$ cat src/rtl/fp32_result_collector_pkg.sv
// rtl/fp32_result_collector_pkg.sv - shared constants, class codes and FSM encoding for the FP32 result collector
package fp32_result_collector_pkg;

  localparam int WIDTH_DEF       = 32;
  localparam int TIMEOUT_CYC_DEF = 128;
  localparam int LOSTW_DEF       = 8;

  localparam logic [7:0] EXP_MAX = 8'hFF;

  typedef enum logic [2:0] {
    CLS_ZERO   = 3'd0,
    CLS_NORMAL = 3'd1,
    CLS_DENORM = 3'd2,
    CLS_INF    = 3'd3,
    CLS_NAN    = 3'd4
  } cls_e;

  typedef enum logic {
    ST_IDLE    = 1'b0,
    ST_COLLECT = 1'b1
  } state_e;

endpackage

$ cat src/rtl/fp32_result_collector_if.sv
// rtl/fp32_result_collector_if.sv - result handshake channel from the collector to parallel logic
interface fp32_result_collector_if #(
  parameter int WIDTH = 32
);
  logic [WIDTH-1:0] res_data;
  logic             res_over;
  logic             res_under;
  logic [2:0]       res_class;
  logic             res_err;
  logic             res_valid;
  logic             res_ready;

  modport master (
    output res_data, res_over, res_under, res_class, res_err, res_valid,
    input  res_ready
  );

  modport slave (
    input  res_data, res_over, res_under, res_class, res_err, res_valid,
    output res_ready
  );
endinterface

$ cat src/rtl/fp32_result_collector_classify.sv
// rtl/fp32_result_collector_classify.sv - combinational FP32 word classifier
module fp32_result_collector_classify
  import fp32_result_collector_pkg::*;
(
  input  logic [31:0] i_word,
  output cls_e        o_class
);

  logic [7:0]  w_exp;
  logic [22:0] w_man;

  always_comb begin
    w_exp   = i_word[30:23];
    w_man   = i_word[22:0];
    o_class = CLS_NORMAL;
    if (w_exp == 8'h00) begin
      o_class = (w_man == 23'd0) ? CLS_ZERO : CLS_DENORM;
    end else if (w_exp == EXP_MAX) begin
      o_class = (w_man == 23'd0) ? CLS_INF : CLS_NAN;
    end
  end

endmodule

$ cat src/rtl/fp32_result_collector.sv
// rtl/fp32_result_collector.sv - deserialises the bit-serial adder result and offers it over valid/ready
module fp32_result_collector
  import fp32_result_collector_pkg::*;
#(
  parameter int WIDTH       = WIDTH_DEF,
  parameter int TIMEOUT_CYC = TIMEOUT_CYC_DEF,
  parameter int LOSTW       = LOSTW_DEF
) (
  input  logic                 clk,
  input  logic                 reset,
  input  logic                 i_shift,
  input  logic                 i_out_c,
  input  logic                 i_over,
  input  logic                 i_under,
  input  logic                 i_done,
  fp32_result_collector_if.master res,
  output logic                 o_busy,
  output logic                 o_timeout,
  output logic [LOSTW-1:0]     o_lost_cnt
);

  localparam int CNTW = $clog2(WIDTH + 2);
  localparam int WDW  = $clog2(TIMEOUT_CYC + 1);
  localparam logic [CNTW-1:0] CNT_SAT  = CNTW'(WIDTH + 1);
  localparam logic [CNTW-1:0] CNT_FULL = CNTW'(WIDTH);
  localparam logic [WDW-1:0]  WD_LAST  = WDW'(TIMEOUT_CYC - 1);

  state_e           r_state;
  state_e           w_state_next;
  logic [WIDTH-1:0] r_sreg;
  logic [CNTW-1:0]  r_cnt;
  logic [WDW-1:0]   r_wdog;
  logic [WIDTH-1:0] r_res_data;
  logic             r_res_over;
  logic             r_res_under;
  logic [2:0]       r_res_class;
  logic             r_res_err;
  logic             r_res_valid;
  logic             r_timeout;
  logic [LOSTW-1:0] r_lost;

  logic [WIDTH-1:0] w_sreg_shift;
  logic [CNTW-1:0]  w_cnt_shift;
  logic             w_idle_cyc;
  logic             w_expire;
  logic             w_load;
  logic             w_drop;
  cls_e             w_cls;

  // The bit arriving on the done cycle is folded in before capture, so the
  // classifier looks at the post-shift register.
  fp32_result_collector_classify u_classify (
    .i_word  (w_sreg_shift[31:0]),
    .o_class (w_cls)
  );

  always_comb begin
    w_sreg_shift = i_shift ? {r_sreg[WIDTH-2:0], i_out_c} : r_sreg;
    w_cnt_shift  = (i_shift && (r_cnt != CNT_SAT)) ? r_cnt + 1'b1 : r_cnt;
    w_idle_cyc   = (r_state == ST_COLLECT) && !i_shift && !i_done;
    w_expire     = w_idle_cyc && (r_wdog == WD_LAST);
    w_load       = i_done && (!r_res_valid || res.res_ready);
    w_drop       = i_done && r_res_valid && !res.res_ready;
  end

  always_comb begin
    w_state_next = r_state;
    case (r_state)
      ST_IDLE:    if (i_shift && !i_done) w_state_next = ST_COLLECT;
      ST_COLLECT: if (i_done || w_expire) w_state_next = ST_IDLE;
      default:    w_state_next = ST_IDLE;
    endcase
  end

  always_ff @(posedge clk) begin
    if (reset) begin
      r_state <= ST_IDLE;
    end else begin
      r_state <= w_state_next;
    end
  end

  always_ff @(posedge clk) begin
    if (reset) begin
      r_sreg      <= '0;
      r_cnt       <= '0;
      r_wdog      <= '0;
      r_res_data  <= '0;
      r_res_over  <= 1'b0;
      r_res_under <= 1'b0;
      r_res_class <= '0;
      r_res_err   <= 1'b0;
      r_res_valid <= 1'b0;
      r_timeout   <= 1'b0;
      r_lost      <= '0;
    end else begin
      r_timeout <= w_expire;
      r_wdog    <= (w_idle_cyc && !w_expire) ? r_wdog + 1'b1 : '0;

      if (i_done || w_expire) begin
        r_sreg <= '0;
        r_cnt  <= '0;
      end else begin
        r_sreg <= w_sreg_shift;
        r_cnt  <= w_cnt_shift;
      end

      // A capture on the same edge as an accept replaces the result in place.
      if (w_load) begin
        r_res_data  <= w_sreg_shift;
        r_res_over  <= i_over;
        r_res_under <= i_under;
        r_res_class <= w_cls;
        r_res_err   <= (w_cnt_shift != CNT_FULL);
        r_res_valid <= 1'b1;
      end else if (r_res_valid && res.res_ready) begin
        r_res_valid <= 1'b0;
      end

      if (w_drop && (r_lost != {LOSTW{1'b1}})) begin
        r_lost <= r_lost + 1'b1;
      end
    end
  end

  assign res.res_data  = r_res_data;
  assign res.res_over  = r_res_over;
  assign res.res_under = r_res_under;
  assign res.res_class = r_res_class;
  assign res.res_err   = r_res_err;
  assign res.res_valid = r_res_valid;
  assign o_busy        = (r_state == ST_COLLECT);
  assign o_timeout     = r_timeout;
  assign o_lost_cnt    = r_lost;

endmodule

$ cat src/flat_wrapper.sv
// flat-port wrapper written by rule: the top's interface ports become plain ports
module fp32_result_collector_flat import fp32_result_collector_pkg::*;
#(
  parameter int WIDTH       = WIDTH_DEF,
  parameter int TIMEOUT_CYC = TIMEOUT_CYC_DEF,
  parameter int LOSTW       = LOSTW_DEF
)
  (clk, reset, i_shift, i_out_c, i_over, i_under, i_done, o_busy, o_timeout, o_lost_cnt, res_res_data, res_res_over, res_res_under, res_res_class, res_res_err, res_res_valid, res_res_ready);
  fp32_result_collector_if #(.WIDTH(WIDTH)) res_i ();
  input  logic clk;
  input  logic reset;
  input  logic i_shift;
  input  logic i_out_c;
  input  logic i_over;
  input  logic i_under;
  input  logic i_done;
  output logic o_busy;
  output logic o_timeout;
  output logic [LOSTW-1:0] o_lost_cnt;
  output wire logic [$bits(res_i.res_data)-1:0] res_res_data;
  output wire logic [$bits(res_i.res_over)-1:0] res_res_over;
  output wire logic [$bits(res_i.res_under)-1:0] res_res_under;
  output wire logic [$bits(res_i.res_class)-1:0] res_res_class;
  output wire logic [$bits(res_i.res_err)-1:0] res_res_err;
  output wire logic [$bits(res_i.res_valid)-1:0] res_res_valid;
  input wire logic [$bits(res_i.res_ready)-1:0] res_res_ready;
  assign res_res_data = res_i.res_data;
  assign res_res_over = res_i.res_over;
  assign res_res_under = res_i.res_under;
  assign res_res_class = res_i.res_class;
  assign res_res_err = res_i.res_err;
  assign res_res_valid = res_i.res_valid;
  assign res_i.res_ready = res_res_ready;
  fp32_result_collector #(.WIDTH(WIDTH), .TIMEOUT_CYC(TIMEOUT_CYC), .LOSTW(LOSTW)) u_core (.clk(clk), .reset(reset), .i_shift(i_shift), .i_out_c(i_out_c), .i_over(i_over), .i_under(i_under), .i_done(i_done), .res(res_i), .o_busy(o_busy), .o_timeout(o_timeout), .o_lost_cnt(o_lost_cnt));
endmodule
$ cat config.mk
export PLATFORM = sky130hd
export DESIGN_NAME = fp32_result_collector_flat
export DESIGN_NICKNAME = d
export VERILOG_FILES = /design/src/rtl/fp32_result_collector_pkg.sv /design/src/rtl/fp32_result_collector_if.sv /design/src/rtl/fp32_result_collector_classify.sv /design/src/rtl/fp32_result_collector.sv /design/src/flat_wrapper.sv
export SDC_FILE = /design/constraint.sdc
export NUM_CORES = 1
export LEC_CHECK = 0
export BUFFER_PORTS_ARGS = -buffer_cell sky130_fd_sc_hd__buf_4
export CORE_UTILIZATION = 33
export DETAILED_ROUTE_END_ITERATION = 10
export SLEW_MARGIN = 0
export SYNTH_ARGS = -nofsm -noshare
export SYNTH_HDL_FRONTEND = slang
export SYNTH_HIERARCHICAL = 1
export SYNTH_SLANG_ARGS = --single-unit
$ cat constraint.sdc
create_clock -name clk -period 6.5 [get_ports clk]
set_input_delay 1.3 -clock clk [delete_from_list [all_inputs] [get_ports clk]]
set_output_delay 1.3 -clock clk [all_outputs]
set_load 0.02 [all_outputs]
* Word-level counts from Yosys, hierarchy flattened
Index checks and enable logic that the tools add are counted.
Storage, ports and cells: flip-flop bits (word level) 95, output and inout port bits 49, input port bits 8
Operators by class: bitwise logic cells 2, add/sub/neg operators 3, muxes and demuxes 11, equality and inequality tests 5, reductions and logical operators 23
Operator list (number):
- $mux 32 | 1
- $logic_not 23->1 | 1
- $add 8x1->8 const B | 2
- $ne 6x6->1 const B | 2
- $logic_and 1x1->1 | 11
- $mux 3 | 3
- $eq 8x7->1 const B | 1
- $eq 8x8->1 const B | 1
- $logic_not 8->1 | 1
- $ne 8x8->1 const B | 1
- $add 6x1->6 const B | 1
- $mux 6 | 1
- $logic_not 1->1 | 5
- $mux 1 | 4
- $reduce_or 2->1 | 2
- $logic_or 1x1->1 | 2
- $mux 2 | 1
- $not 1->1 | 2
- $pmux 1 s2 | 1
- $reduce_bool 2->1 | 1

* Depth between registers and ports, before layout
Gate-level depths: netlist (run 1).
depth in word-level cells 8, depth in mapped cells 11, gate-level depth less buffers 8

* Hierarchy
Netlist (run 1), hierarchy kept.
Modules (own cells, without submodules):
- fp32_result_collector | times used 1, sequential area each 1901.8 um2, area each 3786.1 um2, cells each 403
- fp32_result_collector_classify | times used 1, sequential area each 0.0 um2, area each 115.1 um2, cells each 18

* Worst setup path before layout (run 1)
No wires, ideal clock.
path type input to register, from input i_shift, to register u_core.r_res_class[1], in the netlist u_core/res.res_class[1], slack 3.455 ns, stages 11, data required time 6.429 ns, library setup time 0.071 ns, path buffers 3, arrival 2.974 ns, cell sequence buf_2 > buf_4 > buf_4 > mux2i_1 > inv_1 > nor4_2 > nand4_1 > nor2_2 > mux2i_1 > nand2_1 > a21oi_1
Between the ends: longest elaborated chain between the ends 5, elaborated cells on any way between the ends 8, classes of those cells eq/ne: 1; mux: 5; reduce/logical: 2
RTL lines:
- start: declaration | line flat_wrapper.sv:12 | input logic i_shift;
- $mux 32 * | line fp32_result_collector.sv:58 | w_sreg_shift = i_shift ? {r_sreg[WIDTH-2:0], i_out_c} : r_sreg;
- named net u_core.w_sreg_shift[1] | line fp32_result_collector.sv:42 | logic [WIDTH-1:0] w_sreg_shift;
- $logic_not 23->1 * | line fp32_result_collector_classify.sv:17, fp32_result_collector_classify.sv:19
- $mux 3 | line fp32_result_collector_classify.sv:19 | o_class = (w_man == 23'd0) ? CLS_INF : CLS_NAN;
- $mux 3 | line fp32_result_collector_classify.sv:18 | end else if (w_exp == EXP_MAX) begin
- $mux 3 * | line fp32_result_collector_classify.sv:16 | if (w_exp == 8'h00) begin
- named net u_core.w_cls[1] | line fp32_result_collector.sv:48 | cls_e w_cls;
- end signal: assignment | line fp32_result_collector.sv:113 | r_res_class <= w_cls;
- end: declaration | line fp32_result_collector.sv:36 | logic [2:0] r_res_class;
Mark *: on every way through the listed nets, which the timed path passes. The rest lies on a longest branch. A chain may end at the register's enable or synchronous reset.

* Worst setup path in the final report (run 1)
Same ends and word-level chain as after synthesis.

==> results.toml, run 1 <==
[cells_and_area]
fill_cells = 1113
final_nets = 477
register_area_um2 = 1900
drive_gt1_frac = 0.183
antenna_cells = 0
synthToLayoutAreaGrowth_pct = 20.5
multiInputGateArea_um2 = 1720

[worst_setup_path]
cp-startpoint = "i_shift"
worstSetupStartpointType = "input port"
max_stage_delay_ns = 0.47
reg2reg_slack_ns = 4.67
r2r_end = "u_core/res.res_data[3]"
regToRegStartpoint = "u_core/res.res_valid"
crit_chain = "buf_4, mux2i_1, inv_1, nor4_1, nand4_1, nor2_2, mux2i_1, nand2_1, a21oi_1"
crit_top_cell = "mux2i_1"
crit_end = "u_core/res.res_class[1]"
crit_required_ns = 6.76
worstRegToRegCells = 5
crit_fanout = 41
crit_arrival_ns = 3.22
worstSetupPathType = "input port to flip-flop"
endpoint_kind = "flip-flop"
critical_path.slowest_cell = "buf_4"

[synth]
syn_inst = 420
ys_warn_count = 6
syn_avg_cell_area_um2 = 9.28
syn-num-nets = 432
netlist_area_um2 = 3900

[global_route]
antenna_found_initial = 0
grt_max_degree = 51
grt_usage = 0.133
grt_pass1_wl_um = 13400
first_global_vias = 2719
grt_overflow_total = 0

[timing]
hold_violations = 0
worst_pin_slew_ns = 0.602
fmax_mhz = 338
finalCriticalPeriod_ns = 2.96
rsz0062_at_grt = "false"
setup_slack_ns = 3.54
clock_skew_ns = 0.00750
slew_violations = 0
max_slew_margin = 0.599
fin_setup_tns_ns = 0
finalSetupViolCount = 0
post-route-period-util = 0.455
whs_ns = 0.460

[clock_network]
path_clk_slew_ns = 0.07
post_cts_buffers = 0
cts_hold_buf = 0
cts_root_buf = "clkbuf_16"
cts_buffer_depth = 2
ctsResizeCount = 0
clock_latency_ns = 0.34
cts_max_level = 3
clock-sinks = 95
cts_buffers = 9
cts_tree = "done"

[route]
ant_nets = 0
vias = 2911
routed_wl_um = 8060
routed_via_density = 4.75
routedWlPerCell_um = 13.1
first_pass_iters = 4
drc = 0
drtIter0Drc = 89

[power]
power_density_nw_per_um2 = 272
leakagePower_nw = 2.12
irDropWorstVdd_mv = 0.161

[die]
dieHeight_um = 111
rows = 39
floorplan.initialDensity = 0.340
die_width_um = 111
io_pins = 57
core_um2 = 11500
die_area_um2 = 12200

[worst_hold_path]
hp-class = "flip-flop to flip-flop"

[run]
maxCapViolCount = 0

[status]
status = "complete, no violations"

[placed_design]
finalWeightedCongestion = 0.724
dp_hpwl_um = 5460
port-buffer-count = 56
place_ws_ns = 3.20
report_power, final:
group | internal (mW) | total (mW) | switching, mW
Combinational | 0.0400 | 0.102 | 0.0620
Clock | 0.338 | 0.566 | 0.228
Sequential | 0.598 | 0.608 | 0.0105
Total | 0.975 | 1.28 | 0.300
flip-flops by register name (all words and copies together), names as in the netlist, 3 cells and up:
| name | flops |
|---|---|
| u_core/res.res_data | 32 |
| u_core/r_cnt | 6 |
| u_core/o_lost_cnt | 8 |
| u_core/res.res_class | 3 |
| u_core/r_sreg | 32 |
| u_core/r_wdog | 8 |
critical path: cells and delay by family:
kind / cells / cell delay, ns
simple gates: 4 / 0.63
mux: 2 / 0.59
buf+inv: 2 / 0.55
compound gates: 1 / 0.12
final cells by class:
| type | count | share of cell area |
|---|---|---|
| flip-flops and latches | 95 | 0.405 |
| multi-input cells | 264 | 0.366 |
| repair buffers | 58 | 0.0927 |
| clock buffers | 9 | 0.0479 |
| well taps | 143 | 0.0381 |
| inverters | 37 | 0.0296 |
| clock inverters | 7 | 0.0208 |
placed cells by master, fill, tap and decap left out, types with 9 or more instances in the layout:
| master | instances |
|---|---|
| nand2_1 | 18 |
| mux2i_1 | 34 |
| a21oi_1 | 11 |
| dfxtp_1 | 95 |
| clkbuf_16 | 9 |
| buf_4 | 58 |
| nor2_1 | 91 |
| a211oi_1 | 35 |
| xnor2_1 | 13 |
| inv_1 | 37 |
per-stage QoR:
step	total power [mW]	util	cell area, µm²	instances
floorplan	0.689	-	3900	420
global placement	0.724	0.381	4370	597
detailed placement	0.725	0.381	4370	597
CTS	1.29	0.410	4700	613
global route	1.32	0.410	4700	613
finish	1.28	0.410	4700	613
per-layer routing:
metal	global-route usage	wire length (µm)
met5	0	0
met4	0.0453	81
met3	0.0301	307
met2	0.217	3770
met1	0.174	3900
worst min path at each step:
stage          slack, ns               startpoint  cells after the start                 endpoint
2_1_floorplan       0.43         u_core/r_wdog[0]                      1         u_core/r_wdog[0]
4_1_cts             0.47     u_core/res.res_under                      2     u_core/res.res_under
3_5_place_dp        0.46     u_core/res.res_under                      2     u_core/res.res_under
5_1_grt             0.49  u_core/res.res_class[2]                      2  u_core/res.res_class[2]
3_3_place_gp        0.44      u_core/res.res_over                      2      u_core/res.res_over
6_report            0.46     u_core/res.res_under                      2     u_core/res.res_under
No activity file was read; power rests on OpenSTA's default activity.
==> run 2, diff against run 1 <==
- ABC_AREA: default -> 1
- clock period: 6.5 -> 2.6 ns (I/O delays scaled with it)
==> results.toml, run 2 <==
[synth]
syn-num-nets = 519
ys_warn_count = 6
syn_inst = 507
netlist_area_um2 = 3910
syn_avg_cell_area_um2 = 7.72

[global_route]
grt_usage = 0.143
antenna_found_initial = 0
grt_pass1_wl_um = 14300
grt_max_degree = 72
grt_overflow_total = 0
first_global_vias = 3120

[die]
die_area_um2 = 12300
die_width_um = 111
rows = 39
floorplan.initialDensity = 0.341
dieHeight_um = 111
core_um2 = 11500
io_pins = 57

[cells_and_area]
antenna_cells = 0
final_nets = 568
layout_commonest_cell = "nor2_1"
final_cells = 704
final_cell_mix = "112 x nor2_1, 95 x dfxtp_1, 59 x buf_4"
drive_gt1_frac = 0.200
synthToLayoutAreaGrowth_pct = 21.4

[timing]
whs_ns = 0.437
fmax_mhz = 473
clock_skew_ns = 0.00834
max_slew_margin = 0.680
hold_violations = 0
slew_violations = 0
finalCriticalPeriod_ns = 2.12
post-route-period-util = 0.814
finalSetupViolCount = 0
fin_setup_tns_ns = 0
rsz0062_at_grt = "false"
worst_pin_slew_ns = 0.479

[clock_network]
cts_hold_buf = 0
cts_buffers = 9
post_cts_buffers = 0
cts_tree = "done"
clock-sinks = 95
cts_buffer_depth = 2
path_clk_slew_ns = 0.07
cts_root_buf = "clkbuf_16"
cts_max_level = 3
ctsResizeCount = 0
clock_latency_ns = 0.34

[worst_setup_path]
crit_end = "u_core/res.res_class[1]"
cp-startpoint = "i_shift"
worstSetupStartpointType = "input port"
worstRegToRegCells = 9
r2r_end = "u_core/r_sreg[8]"
worstSetupPathType = "input port to flip-flop"
crit_required_ns = 2.83
reg2reg_slack_ns = 0.75
critical_path.slowest_cell = "or2_2"
endpoint_kind = "flip-flop"
max_stage_delay_ns = 0.34
crit_arrival_ns = 2.35
regToRegStartpoint = "u_core/r_wdog[0]"
crit_top_cell = "nand2_1"
crit_chain = "buf_4, inv_2, or2_2, o21ai_0, inv_1, nor2_1, nand2_1, nor2_2, nand3_2, nand2_1, nand2_1, o21ai_0, nor2_1"
crit_fanout = 36

[placed_design]
port-buffer-count = 56
finalWeightedCongestion = 0.756
dp_cells = 688
dp_hpwl_um = 5600

[status]
status = "complete, no violations"

[route]
vias = 3211
routed_via_density = 4.56
drtIter0Drc = 118
first_pass_iters = 4
routedWlPerCell_um = 11.8
ant_nets = 0
routed_wl_um = 8300
drc = 0

[power]
irDropWorstVdd_mv = 0.307
power_density_nw_per_um2 = 687
leakagePower_nw = 2.17

[worst_hold_path]
hp-class = "input port to flip-flop"

[run]
maxCapViolCount = 0
-- run 2: power by group --
group	total (mW)	leakage, nW	internal [mW]	switching (mW)
Sequential	1.56	0.778	1.52	0.0353
Combinational	0.383	1.24	0.149	0.234
Clock	1.32	0.143	0.776	0.546
-- run 2: worst min-delay path by stage --
stage                startpoint                   to  slack (ns)  cells past startpoint
2_1_floorplan  u_core/r_wdog[0]     u_core/r_wdog[0]        0.42                      1
4_1_cts                  i_over  u_core/res.res_over        0.43                      3
6_report                 i_over  u_core/res.res_over        0.44                      3
3_3_place_gp   u_core/r_wdog[0]     u_core/r_wdog[0]        0.43                      1
3_5_place_dp   u_core/r_wdog[0]     u_core/r_wdog[0]        0.44                      1
5_1_grt                  i_over  u_core/res.res_over        0.45                      3
-- run 2: metrics by stage --
| step | instance area [µm²] | power [mW] | utilization | setup WS, ns |
|---|---|---|---|---|
| finish | 4750 | 3.26 | 0.414 | 0.484 |
| global route | 4750 | 3.41 | 0.414 | 0.264 |
| CTS | 4750 | 3.31 | 0.414 | 0.492 |
| detailed placement | 4450 | 1.98 | 0.388 | 0.157 |
| global placement | 4450 | 1.97 | 0.388 | 0.215 |
| floorplan | 3910 | 1.84 | - | 0.470 |
-- run 2: cell type report --
type	count	area, µm²
Multi-Input combinational cell	329	1680
Tap cell	143	179
Clock buffer	12	246
Sequential cell	95	1900
Timing Repair Buffer	60	463
Inverter	61	229
Fill cell	1170	6720
Clock inverter	4	55.1
-- run 2: worst max-delay path, delay by kind of cell --
kind                   cells  cell delay (ns)
and+or+nand+nor            8             0.97
AOI/OAI and AO/OA          2             0.36
buffers and inverters      3             0.49
-- run 2: metal layers --
layer,up-vias,global-route usage,wire [µm]
met3,10,0.0405,335
met4,0,0.0533,111
met1,1433,0.174,4080
met2,48,0.240,3780
li1,1720,-,-
met5,-,0,0
